<file path="config.mk">
export PLATFORM = sky130hd
export DESIGN_NAME = uart_rx_sampler
export DESIGN_NICKNAME = d
export VERILOG_FILES = /design/src/rtl/uart_pkg.sv /design/src/rtl/uart_baud_prescaler.sv /design/src/rtl/uart_rx_sampler.sv
export SDC_FILE = /design/constraint.sdc
export NUM_CORES = 1
export LEC_CHECK = 0
export BUFFER_PORTS_ARGS = -buffer_cell sky130_fd_sc_hd__buf_2
export CORE_ASPECT_RATIO = 0.9
export CORE_MARGIN = 2
export CORE_UTILIZATION = 50
export DETAILED_ROUTE_END_ITERATION = 10
export PLACE_DENSITY = 0.69
export SETUP_SLACK_MARGIN = 0.05
export SYNTH_ARGS = -nofsm -noshare
export SYNTH_HDL_FRONTEND = slang
export SYNTH_SLANG_ARGS = --single-unit
export TNS_END_PERCENT = 1
</file>
<file path="constraint.sdc">
create_clock -name clk -period 5.93 [get_ports clk]
set_clock_uncertainty 0.1 [all_clocks]
set_input_delay 0.8895 -clock clk [delete_from_list [all_inputs] [get_ports clk]]
set_output_delay 0.8895 -clock clk [all_outputs]
set_load 0.005 [all_outputs]
</file>
<file path="src/rtl/uart_pkg.sv">
// Shared types and constants for the UART receive sampler.
// Define UART_PARITY_EN to add a parity bit to every frame.
package uart_pkg;

  typedef enum logic [1:0] {
    IDLE  = 2'd0,
    START = 2'd1,
    RUN   = 2'd2
  } rx_samp_state_t;

  localparam int unsigned OVERSAMPLE = 16;
  localparam logic [3:0]  SAMPLE_LO  = 4'd7;
  localparam logic [3:0]  SAMPLE_MID = 4'd8;
  localparam logic [3:0]  SAMPLE_HI  = 4'd9;

  localparam int unsigned DATA_BITS = 8;

`ifdef UART_PARITY_EN
  localparam int unsigned FRAME_BITS = DATA_BITS + 3;
`else
  localparam int unsigned FRAME_BITS = DATA_BITS + 2;
`endif

  function automatic logic majority3(input logic a, input logic b, input logic c);
    return (a & b) | (a & c) | (b & c);
  endfunction

endpackage

</file>
<file path="src/rtl/uart_baud_prescaler.sv">
// Oversample prescaler: one os_tick every div_q+1 clocks; divisor is latched only on load.
module uart_baud_prescaler #(
  parameter int unsigned DIV_W = 16
) (
  input  logic             clk,
  input  logic             nrst,
  input  logic             clr,
  input  logic             load,
  input  logic [DIV_W-1:0] divisor,
  output logic             os_tick
);

  logic [DIV_W-1:0] cnt;
  logic [DIV_W-1:0] div_q;

  always_ff @(posedge clk or negedge nrst) begin
    if (!nrst) begin
      cnt   <= '0;
      div_q <= '0;
    end else begin
      if (load) begin
        div_q <= divisor;
      end
      if (clr || cnt == div_q) begin
        cnt <= '0;
      end else begin
        cnt <= cnt + DIV_W'(1);
      end
    end
  end

  assign os_tick = !clr && (cnt == div_q);

endmodule

</file>
<file path="src/rtl/uart_rx_sampler.sv">
// UART receive front end: synchronizer, start-edge detect, 16x oversampling with 3-sample vote.
// Frame length follows UART_PARITY_EN (10 bits without, 11 with).
module uart_rx_sampler
  import uart_pkg::*;
#(
  parameter int unsigned DIV_W = 16
) (
  input  logic             clk,
  input  logic             nrst,
  input  logic             en,
  input  logic             rx_i,
  input  logic [DIV_W-1:0] divisor,
  output logic             data_o,
  output logic             baud_tick,
  output logic             busy,
  output logic             false_start
);

  localparam logic [3:0] LAST_BIT = 4'(FRAME_BITS - 1);

  logic           sync1;
  logic           rx_s;
  logic           rx_q;
  logic [1:0]     settle;
  rx_samp_state_t state;
  logic [3:0]     os_cnt;
  logic [3:0]     bit_cnt;
  logic [1:0]     samp;
  logic           os_tick;
  logic           start_edge;
  logic           pre_clr;
  logic           vote;

  // The chain resets high, so an edge is only trusted once real line values
  // have reached rx_q; a line held low across reset release never starts a frame.
  always_ff @(posedge clk or negedge nrst) begin
    if (!nrst) begin
      sync1  <= 1'b1;
      rx_s   <= 1'b1;
      rx_q   <= 1'b1;
      settle <= '0;
    end else begin
      sync1 <= rx_i;
      rx_s  <= sync1;
      rx_q  <= rx_s;
      if (settle != 2'd3) begin
        settle <= settle + 2'd1;
      end
    end
  end

  assign start_edge = (state == IDLE) && en && (settle == 2'd3) && rx_q && !rx_s;
  assign pre_clr    = (state == IDLE) || !en;
  assign vote       = majority3(samp[0], samp[1], rx_s);

  uart_baud_prescaler #(
    .DIV_W(DIV_W)
  ) u_prescaler (
    .clk    (clk),
    .nrst   (nrst),
    .clr    (pre_clr),
    .load   (start_edge),
    .divisor(divisor),
    .os_tick(os_tick)
  );

  always_ff @(posedge clk or negedge nrst) begin
    if (!nrst) begin
      state       <= IDLE;
      os_cnt      <= '0;
      bit_cnt     <= '0;
      samp        <= '1;
      data_o      <= 1'b1;
      baud_tick   <= 1'b0;
      busy        <= 1'b0;
      false_start <= 1'b0;
    end else begin
      baud_tick   <= 1'b0;
      false_start <= 1'b0;
      if (!en) begin
        state   <= IDLE;
        os_cnt  <= '0;
        bit_cnt <= '0;
        samp    <= '1;
        data_o  <= 1'b1;
        busy    <= 1'b0;
      end else begin
        case (state)
          IDLE: begin
            data_o <= rx_s;
            if (start_edge) begin
              state   <= START;
              os_cnt  <= '0;
              bit_cnt <= '0;
              busy    <= 1'b1;
            end
          end
          START, RUN: begin
            if (os_tick) begin
              os_cnt <= os_cnt + 4'd1;
              if (os_cnt == SAMPLE_LO) begin
                samp[0] <= rx_s;
              end
              if (os_cnt == SAMPLE_MID) begin
                samp[1] <= rx_s;
              end
              // Third sample is the live rx_s, voted in the same cycle it is taken.
              if (os_cnt == SAMPLE_HI) begin
                baud_tick <= 1'b1;
                data_o    <= vote;
                if (state == START) begin
                  if (vote) begin
                    false_start <= 1'b1;
                    state       <= IDLE;
                    busy        <= 1'b0;
                  end else begin
                    state   <= RUN;
                    bit_cnt <= 4'd1;
                  end
                end else begin
                  bit_cnt <= bit_cnt + 4'd1;
                  if (bit_cnt == LAST_BIT) begin
                    state <= IDLE;
                    busy  <= 1'b0;
                  end
                end
              end
            end
          end
          default: begin
            state  <= IDLE;
            data_o <= 1'b1;
            busy   <= 1'b0;
          end
        endcase
      end
    end
  end

endmodule

</file>
# Yosys cells after proc, flatten, opt, wreduce, memory -nomap -nowiden
# Cells that the tools add are included.
[totals]
regBits = 53
latch_bits = 0
ram_bits = 0
mem_bits_ro = 0
inputBits = 20
output_inout_bits = 4
elab_cells = 109
n_memories = 0
[op_classes]
n_addsub = 4
mul = 0
div = 0
magnitude_cmp = 0
eq_ne = 20
shifts = 0
mux = 46
bitwise_logic = 5
n_reduce_logical = 19
[op_table]
columns = ["op", "count"]
rows = [
  ["4-bit two-way mux", 8],
  ["1-bit two-way mux", 22],
  ["2-bit two-way mux", 10],
  ["16-bit by 1-bit adder with 16-bit output, second input constant", 1],
  ["16-bit equality test", 1],
  ["16-bit two-way mux", 1],
  ["4-bit case mux with 2 select lines", 2],
  ["4-bit equality test, second input constant", 3],
  ["4-bit inequality test, second input constant", 3],
  ["5-bit AND reduction", 2],
  ["3-bit inequality test, second input constant", 3],
  ["3-bit AND reduction", 3],
  ["4-bit by 1-bit adder with 4-bit output, second input constant", 2],
  ["2-bit by 1-bit inequality test with 1-bit output, second input constant", 4],
  ["1-bit logical AND", 5],
  ["2-bit equality test, second input constant", 2],
  ["4-bit by 3-bit equality test with 1-bit output, second input constant", 1],
  ["1-bit case mux with 2 select lines", 2],
  ["2-bit case mux with 2 select lines", 1],
  ["4-bit AND reduction", 1],
  ["1-bit AND", 3],
  ["1-bit logical NOT", 3],
  ["3-bit by 1-bit inequality test with 1-bit output, second input constant", 1],
  ["2-bit by 1-bit adder with 2-bit output, second input constant", 1],
  ["other kinds (7)", 9],
]

# Longest topological paths before layout
[depth]
depth_word = 9
ltp_mapped = 9
mapped_depth_nobuf = 7

# Cells and area by module
# Synthesis repeated with hierarchy kept, for this count alone.
[hier_totals]
cells_unflattened = 242
hier_area_um2 = 2703.8
[modules_own_cells]
columns = ["mod", "n_inst", "cells_per_inst", "area_per_inst_um2", "seq_area_each_um2"]
rows = [
  ["uart_baud_prescaler", 1, 132, 1526.5, 800.8],
  ["uart_rx_sampler", 1, 110, 1177.4, 533.0],
]

# Least setup slack after synthesis
# OpenSTA, ideal clock, no wires.
[synth_timing]
path_kind = "input -> register"
startpoint = "input port en"
endpoint = "register bit_cnt[0]"
setup_time_ns = 0.128
arrival_time_ns = 2.261
required_ns = 5.702
setup_slack_ns = 3.441
path_stages = 7
path_buffers = 2
cell_sequence = "clkbuf_1 nand2_1 or2_1 clkbuf_1 o31a_1 o21ai_2 mux2_1"
[synth_via]
elab_chain_cells = 6
elab_cells_between_ends = 15
cone_classes = "eq/ne (5); mux (1); reduce/logical (9)"
[synth_lines]
columns = ["element", "line", "text"]
rows = [
  ["from (decl)", "uart_rx_sampler.sv:10", "input logic en,"],
  ["1-bit logical AND or 1-bit logical NOT (tied branches)", "n/a", ""],
  ["1-bit logical AND or 1-bit logical OR (tied branches)", "uart_rx_sampler.sv:52, uart_rx_sampler.sv:53", ""],
  ["1-bit logical AND or 1-bit logical NOT (tied branches)", "uart_rx_sampler.sv:52, uart_baud_prescaler.sv:32", ""],
  ["1-bit logical AND, on equally long branches", "uart_rx_sampler.sv:52, uart_baud_prescaler.sv:32", ""],
  ["3-bit inequality test (no source line)", "n/a", ""],
  ["5-bit AND reduction (no source line)", "n/a", ""],
  ["to (signal assigned)", "uart_rx_sampler.sv:121", "bit_cnt <= bit_cnt + 4'd1;"],
  ["to (decl)", "uart_rx_sampler.sv:27", "logic [3:0] bit_cnt;"],
]
# Several ways; a longest one is shown, not always the timed one.
# A chain may end at the register's enable or synchronous reset.

# Final worst setup path
[layout_timing]
startpoint = "register u_prescaler.cnt[1]"
endpoint = "register state[1]"
[layout_via]
elab_chain_cells = 4
[layout_lines]
columns = ["element", "line", "text"]
rows = [
  ["from (decl)", "uart_baud_prescaler.sv:13", "logic [DIV_W-1:0] cnt;"],
  ["from (signal assigned)", "uart_baud_prescaler.sv:27", "cnt <= cnt + DIV_W'(1);"],
  ["16-bit equality test", "uart_baud_prescaler.sv:32", "assign os_tick = !clr && (cnt == div_q);"],
  ["1-bit logical AND", "uart_baud_prescaler.sv:32", ""],
  ["3-bit inequality test (no source line)", "n/a", ""],
  ["4-bit AND reduction (no source line)", "n/a", ""],
  ["to (signal assigned)", "uart_rx_sampler.sv:69", "state <= IDLE;"],
  ["to (signal assigned)", "uart_rx_sampler.sv:81", "state <= IDLE;"],
  ["to (signal assigned)", "uart_rx_sampler.sv:92", "state <= START;"],
  ["to (decl)", "uart_rx_sampler.sv:25", "rx_samp_state_t state;"],
]
# No other way between the ends.

==> flow_metrics.env <==
export IMPL_cts_reportedPaths_clkPinSlew_ns=0.10
export IMPL_cts_repair_resized=0
export IMPL_grt_overflow=0
export IMPL_synth_compound_area_share=0.0842
export IMPL_ys_warnings_count=0
export IMPL_synth_distinct_cells=52
export IMPL_firstDrtPassIters=4
export IMPL_synth_async_sr_flop_share=1.00
export IMPL_clkLatencyLatePin_ns=0.31
export IMPL_cts_max_level=2
export IMPL_grt_total_usage=0.186
export IMPL_max_clock_freq_mhz=395
export IMPL_crit_required_ns=6.02
export IMPL_worst_slew_pin_transition_ns=1.11
export IMPL_vias_per_cell=5.40
export IMPL_detail_route_antenna_nets=0
export IMPL_synthDominantAreaCellType="sky130_fd_sc_hd__dfrtp_1"
export IMPL_ys_seq_area_frac=0.477
export IMPL_startpoint_type="flip-flop"
export IMPL_synth_area_leaders="sky130_fd_sc_hd__dfrtp_1, sky130_fd_sc_hd__nand2_1, sky130_fd_sc_hd__xor2_1"
export IMPL_fin_worst_hold_slack_ns=0.261
export IMPL_fill_cells=488
export IMPL_synthXorXnorAreaFrac=0.0971
export IMPL_finalWorstPathRequiredPeriod_ns=2.53
export IMPL_main_combinational_cell_family_by_area_after_synthesis="simple AND/OR/NAND/NOR gates"
export IMPL_synth_simple_area_share=0.239
export IMPL_timing_max_slew_rel_slack=0.257
export IMPL_synthMuxAreaShare=0.0233
export IMPL_die_width_um=82.8
export IMPL_dieHeight_um=74.9
export IMPL_finalNonFillerCells=375
export IMPL_finalWeightedCongestion=0.794
export IMPL_design_final_nets=337
export IMPL_post_synth_inst_count=287
export IMPL_setup_worst_path_class="flip-flop to flip-flop"
export IMPL_synth_adder_area_share=0.0488
export IMPL_vias=2026
export IMPL_critical_path_peak_fanout=19
export IMPL_period_share=0.427
export IMPL_post_cts_buffers=0
export IMPL_fin_setup_tns_ns=0
export IMPL_grt_pass1_wl_mm=9.07
export IMPL_route_detailed_drc=0
export IMPL_routed_wl_mm=5.39
export IMPL_synth_enable_flop_cells=0
export IMPL_tritoncts_clock_tree="done"
export IMPL_synth_top_cell_area_share=0.421
export IMPL_cts_path_max_buffers=2
export IMPL_yosys_most_used_dff="sky130_fd_sc_hd__dfrtp_1"
export IMPL_initial_utilization=0.526
export IMPL_worst_setup_path_end_kind="flip-flop"
export IMPL_drive_gt1_frac=0.159
export IMPL_core_area_mm2=0.00532
export IMPL_min_path_type="flip-flop to flip-flop"
export IMPL_grt_pass1_vias=1860
export IMPL_preCtsSetupSlack_ns=3.27
export IMPL_final_count_of_negative_setup_slack_endpoints=0
export IMPL_drv_slew=0
export IMPL_dp_final_hpwl_mm=3.82
export IMPL_post_synth_instance_area_mm2=0.00280
export IMPL_vdd_drop_max_uv=146
export IMPL_cp_arrival_ns=2.62
export IMPL_cts_root_buf="sky130_fd_sc_hd__clkbuf_8"
export IMPL_max_cap_viol_count=0
export IMPL_grt_setup_unrepaired="false"
export IMPL_boundaryPins=24
export IMPL_antenna_diode_count=0
export IMPL_drt_iter0_markers=134
export IMPL_post_synth_cell_area_avg_um2=9.74
export IMPL_postLayoutSetupSlackWorst_ns=3.40
export IMPL_placementRows=25
export IMPL_design_die_area_mm2=0.00621
export IMPL_cts_sinks=53
export IMPL_placed_cells=367
export IMPL_power_density_of_the_placed_cells_mw_per_mm2=244
export IMPL_run_status="completed"
export IMPL_largest_net_degree_at_the_start_of_global_routing=54
export IMPL_drt_wirelength_per_cell_um=14.4
export IMPL_antenna_found_initial=0
export IMPL_portBuffers=23
export IMPL_finalHoldViolations=0
export IMPL_synth_fp_nets=317
export IMPL_cellLeakagePower_nw=1.44
export IMPL_synthToLayoutAreaGrowth_pct=9.94
export IMPL_cts_buffers_inserted=5
export IMPL_synth_ff_latch_count=53
export IMPL_ctsHoldBuffers=0
## area by class of cell
class | count | area [um^2] | share of cell area
timing repair buffer | 24 | 123 | 0.0399
clock buffer | 7 | 86.3 | 0.0281
inverter | 11 | 41.3 | 0.0134
tap | 67 | 83.8 | 0.0273
multi-input combinational | 212 | 1380 | 0.447
clock inverter | 1 | 30.0 | 0.00977
sequential | 53 | 1330 | 0.434
## synth_stat cells, types with 4 or more instances
master / n
sky130_fd_sc_hd__inv_1: 11
sky130_fd_sc_hd__xor2_1: 23
sky130_fd_sc_hd__nand4_1: 6
sky130_fd_sc_hd__nor2_1: 31
sky130_fd_sc_hd__nor3_1: 10
sky130_fd_sc_hd__dfrtp_1: 47
sky130_fd_sc_hd__nand2_1: 57
sky130_fd_sc_hd__nand3_1: 8
sky130_fd_sc_hd__nand3b_1: 4
sky130_fd_sc_hd__clkbuf_1: 8
sky130_fd_sc_hd__dfstp_2: 6
sky130_fd_sc_hd__xnor2_1: 8
sky130_fd_sc_hd__ha_1: 10
## stage by stage
stage | util | cell area, um^2 | power [W]
after floorplan | - | 2800 | 0.000473
after global placement | 0.556 | 2960 | 0.000504
after detailed placement | 0.556 | 2960 | 0.000506
after CTS | 0.578 | 3070 | 0.000760
after global routing | 0.578 | 3070 | 0.000790
final | 0.578 | 3070 | 0.000751
## flip-flops by register name, summed over array words and instances, names as in the netlist, 2 cells and up
signal and count:
settle 2, u_prescaler.div_q 16, state 2, u_prescaler.cnt 16, bit_cnt 4, os_cnt 4
samp 2
## final timing paths
check	to	slack (ns)	startpoint	depth (start not counted)
setup / recovery	state[1]	3.40	u_prescaler.cnt[1]	5
min in group asynchronous	bit_cnt[2]	0.58	nrst	2
hold reg to reg	rx_s	0.26	sync1	0
setup reg to reg	state[1]	3.40	u_prescaler.cnt[1]	5
max in group asynchronous	u_prescaler.div_q[10]	4.70	nrst	2
hold / removal	rx_s	0.26	sync1	0
## where the power goes
group	switching (W)	total, W	internal, W	leakage [nW]
combinational	0.0000538	0.0000903	0.0000365	0.698
sequential	0.0000202	0.000408	0.000388	0.685
clock	0.000115	0.000252	0.000138	0.0585
## placed cells by master (no fill, tap or decap), types with 3 or more instances in the layout
| cell type | n |
|---|---|
| sky130_fd_sc_hd__xnor2_1 | 8 |
| sky130_fd_sc_hd__inv_1 | 11 |
| sky130_fd_sc_hd__nand4_1 | 6 |
| sky130_fd_sc_hd__xor2_1 | 23 |
| sky130_fd_sc_hd__nor4_2 | 3 |
| sky130_fd_sc_hd__nor3_1 | 10 |
| sky130_fd_sc_hd__a21oi_1 | 3 |
| sky130_fd_sc_hd__nand2_1 | 57 |
| sky130_fd_sc_hd__dfrtp_1 | 47 |
| sky130_fd_sc_hd__mux2_1 | 3 |
| sky130_fd_sc_hd__nor2_1 | 31 |
| sky130_fd_sc_hd__dfstp_2 | 6 |
| sky130_fd_sc_hd__buf_2 | 23 |
| sky130_fd_sc_hd__nand3_1 | 8 |
| sky130_fd_sc_hd__nand3b_1 | 4 |
| sky130_fd_sc_hd__ha_1 | 10 |
| sky130_fd_sc_hd__and2_1 | 3 |
| sky130_fd_sc_hd__clkbuf_8 | 6 |
## worst max-delay path, cell delays in order (launching register included)
cell                        delay (ns)
sky130_fd_sc_hd__dfrtp_1          0.45
sky130_fd_sc_hd__xor2_1           0.16
sky130_fd_sc_hd__nor4_1           0.32
sky130_fd_sc_hd__nand4_2          0.50
sky130_fd_sc_hd__a2111oi_4        0.52
sky130_fd_sc_hd__mux2_1           0.36
## cell families (layout without fill, tap and decap cells)
logic type / Yosys count / count (layout)
AND/OR/NAND/NOR: 138 / 138
flip-flops: 53 / 53
XOR/XNOR: 31 / 31
AO/OA/AOI/OAI: 26 / 26
buffers and inverters: 22 / 43
adder cells (fa/ha/maj): 11 / 11
multiplexers: 6 / 6
## metal layers
layer | routed length [um] | track usage | up-vias
li1 | - | - | 1017
met1 | 2790 | 0.275 | 961
met2 | 2260 | 0.269 | 41
met3 | 257 | 0.0417 | 7
met4 | 77 | 0.0710 | 0
met5 | 0 | 0 | -
No activity file was read; power rests on OpenSTA's default activity.
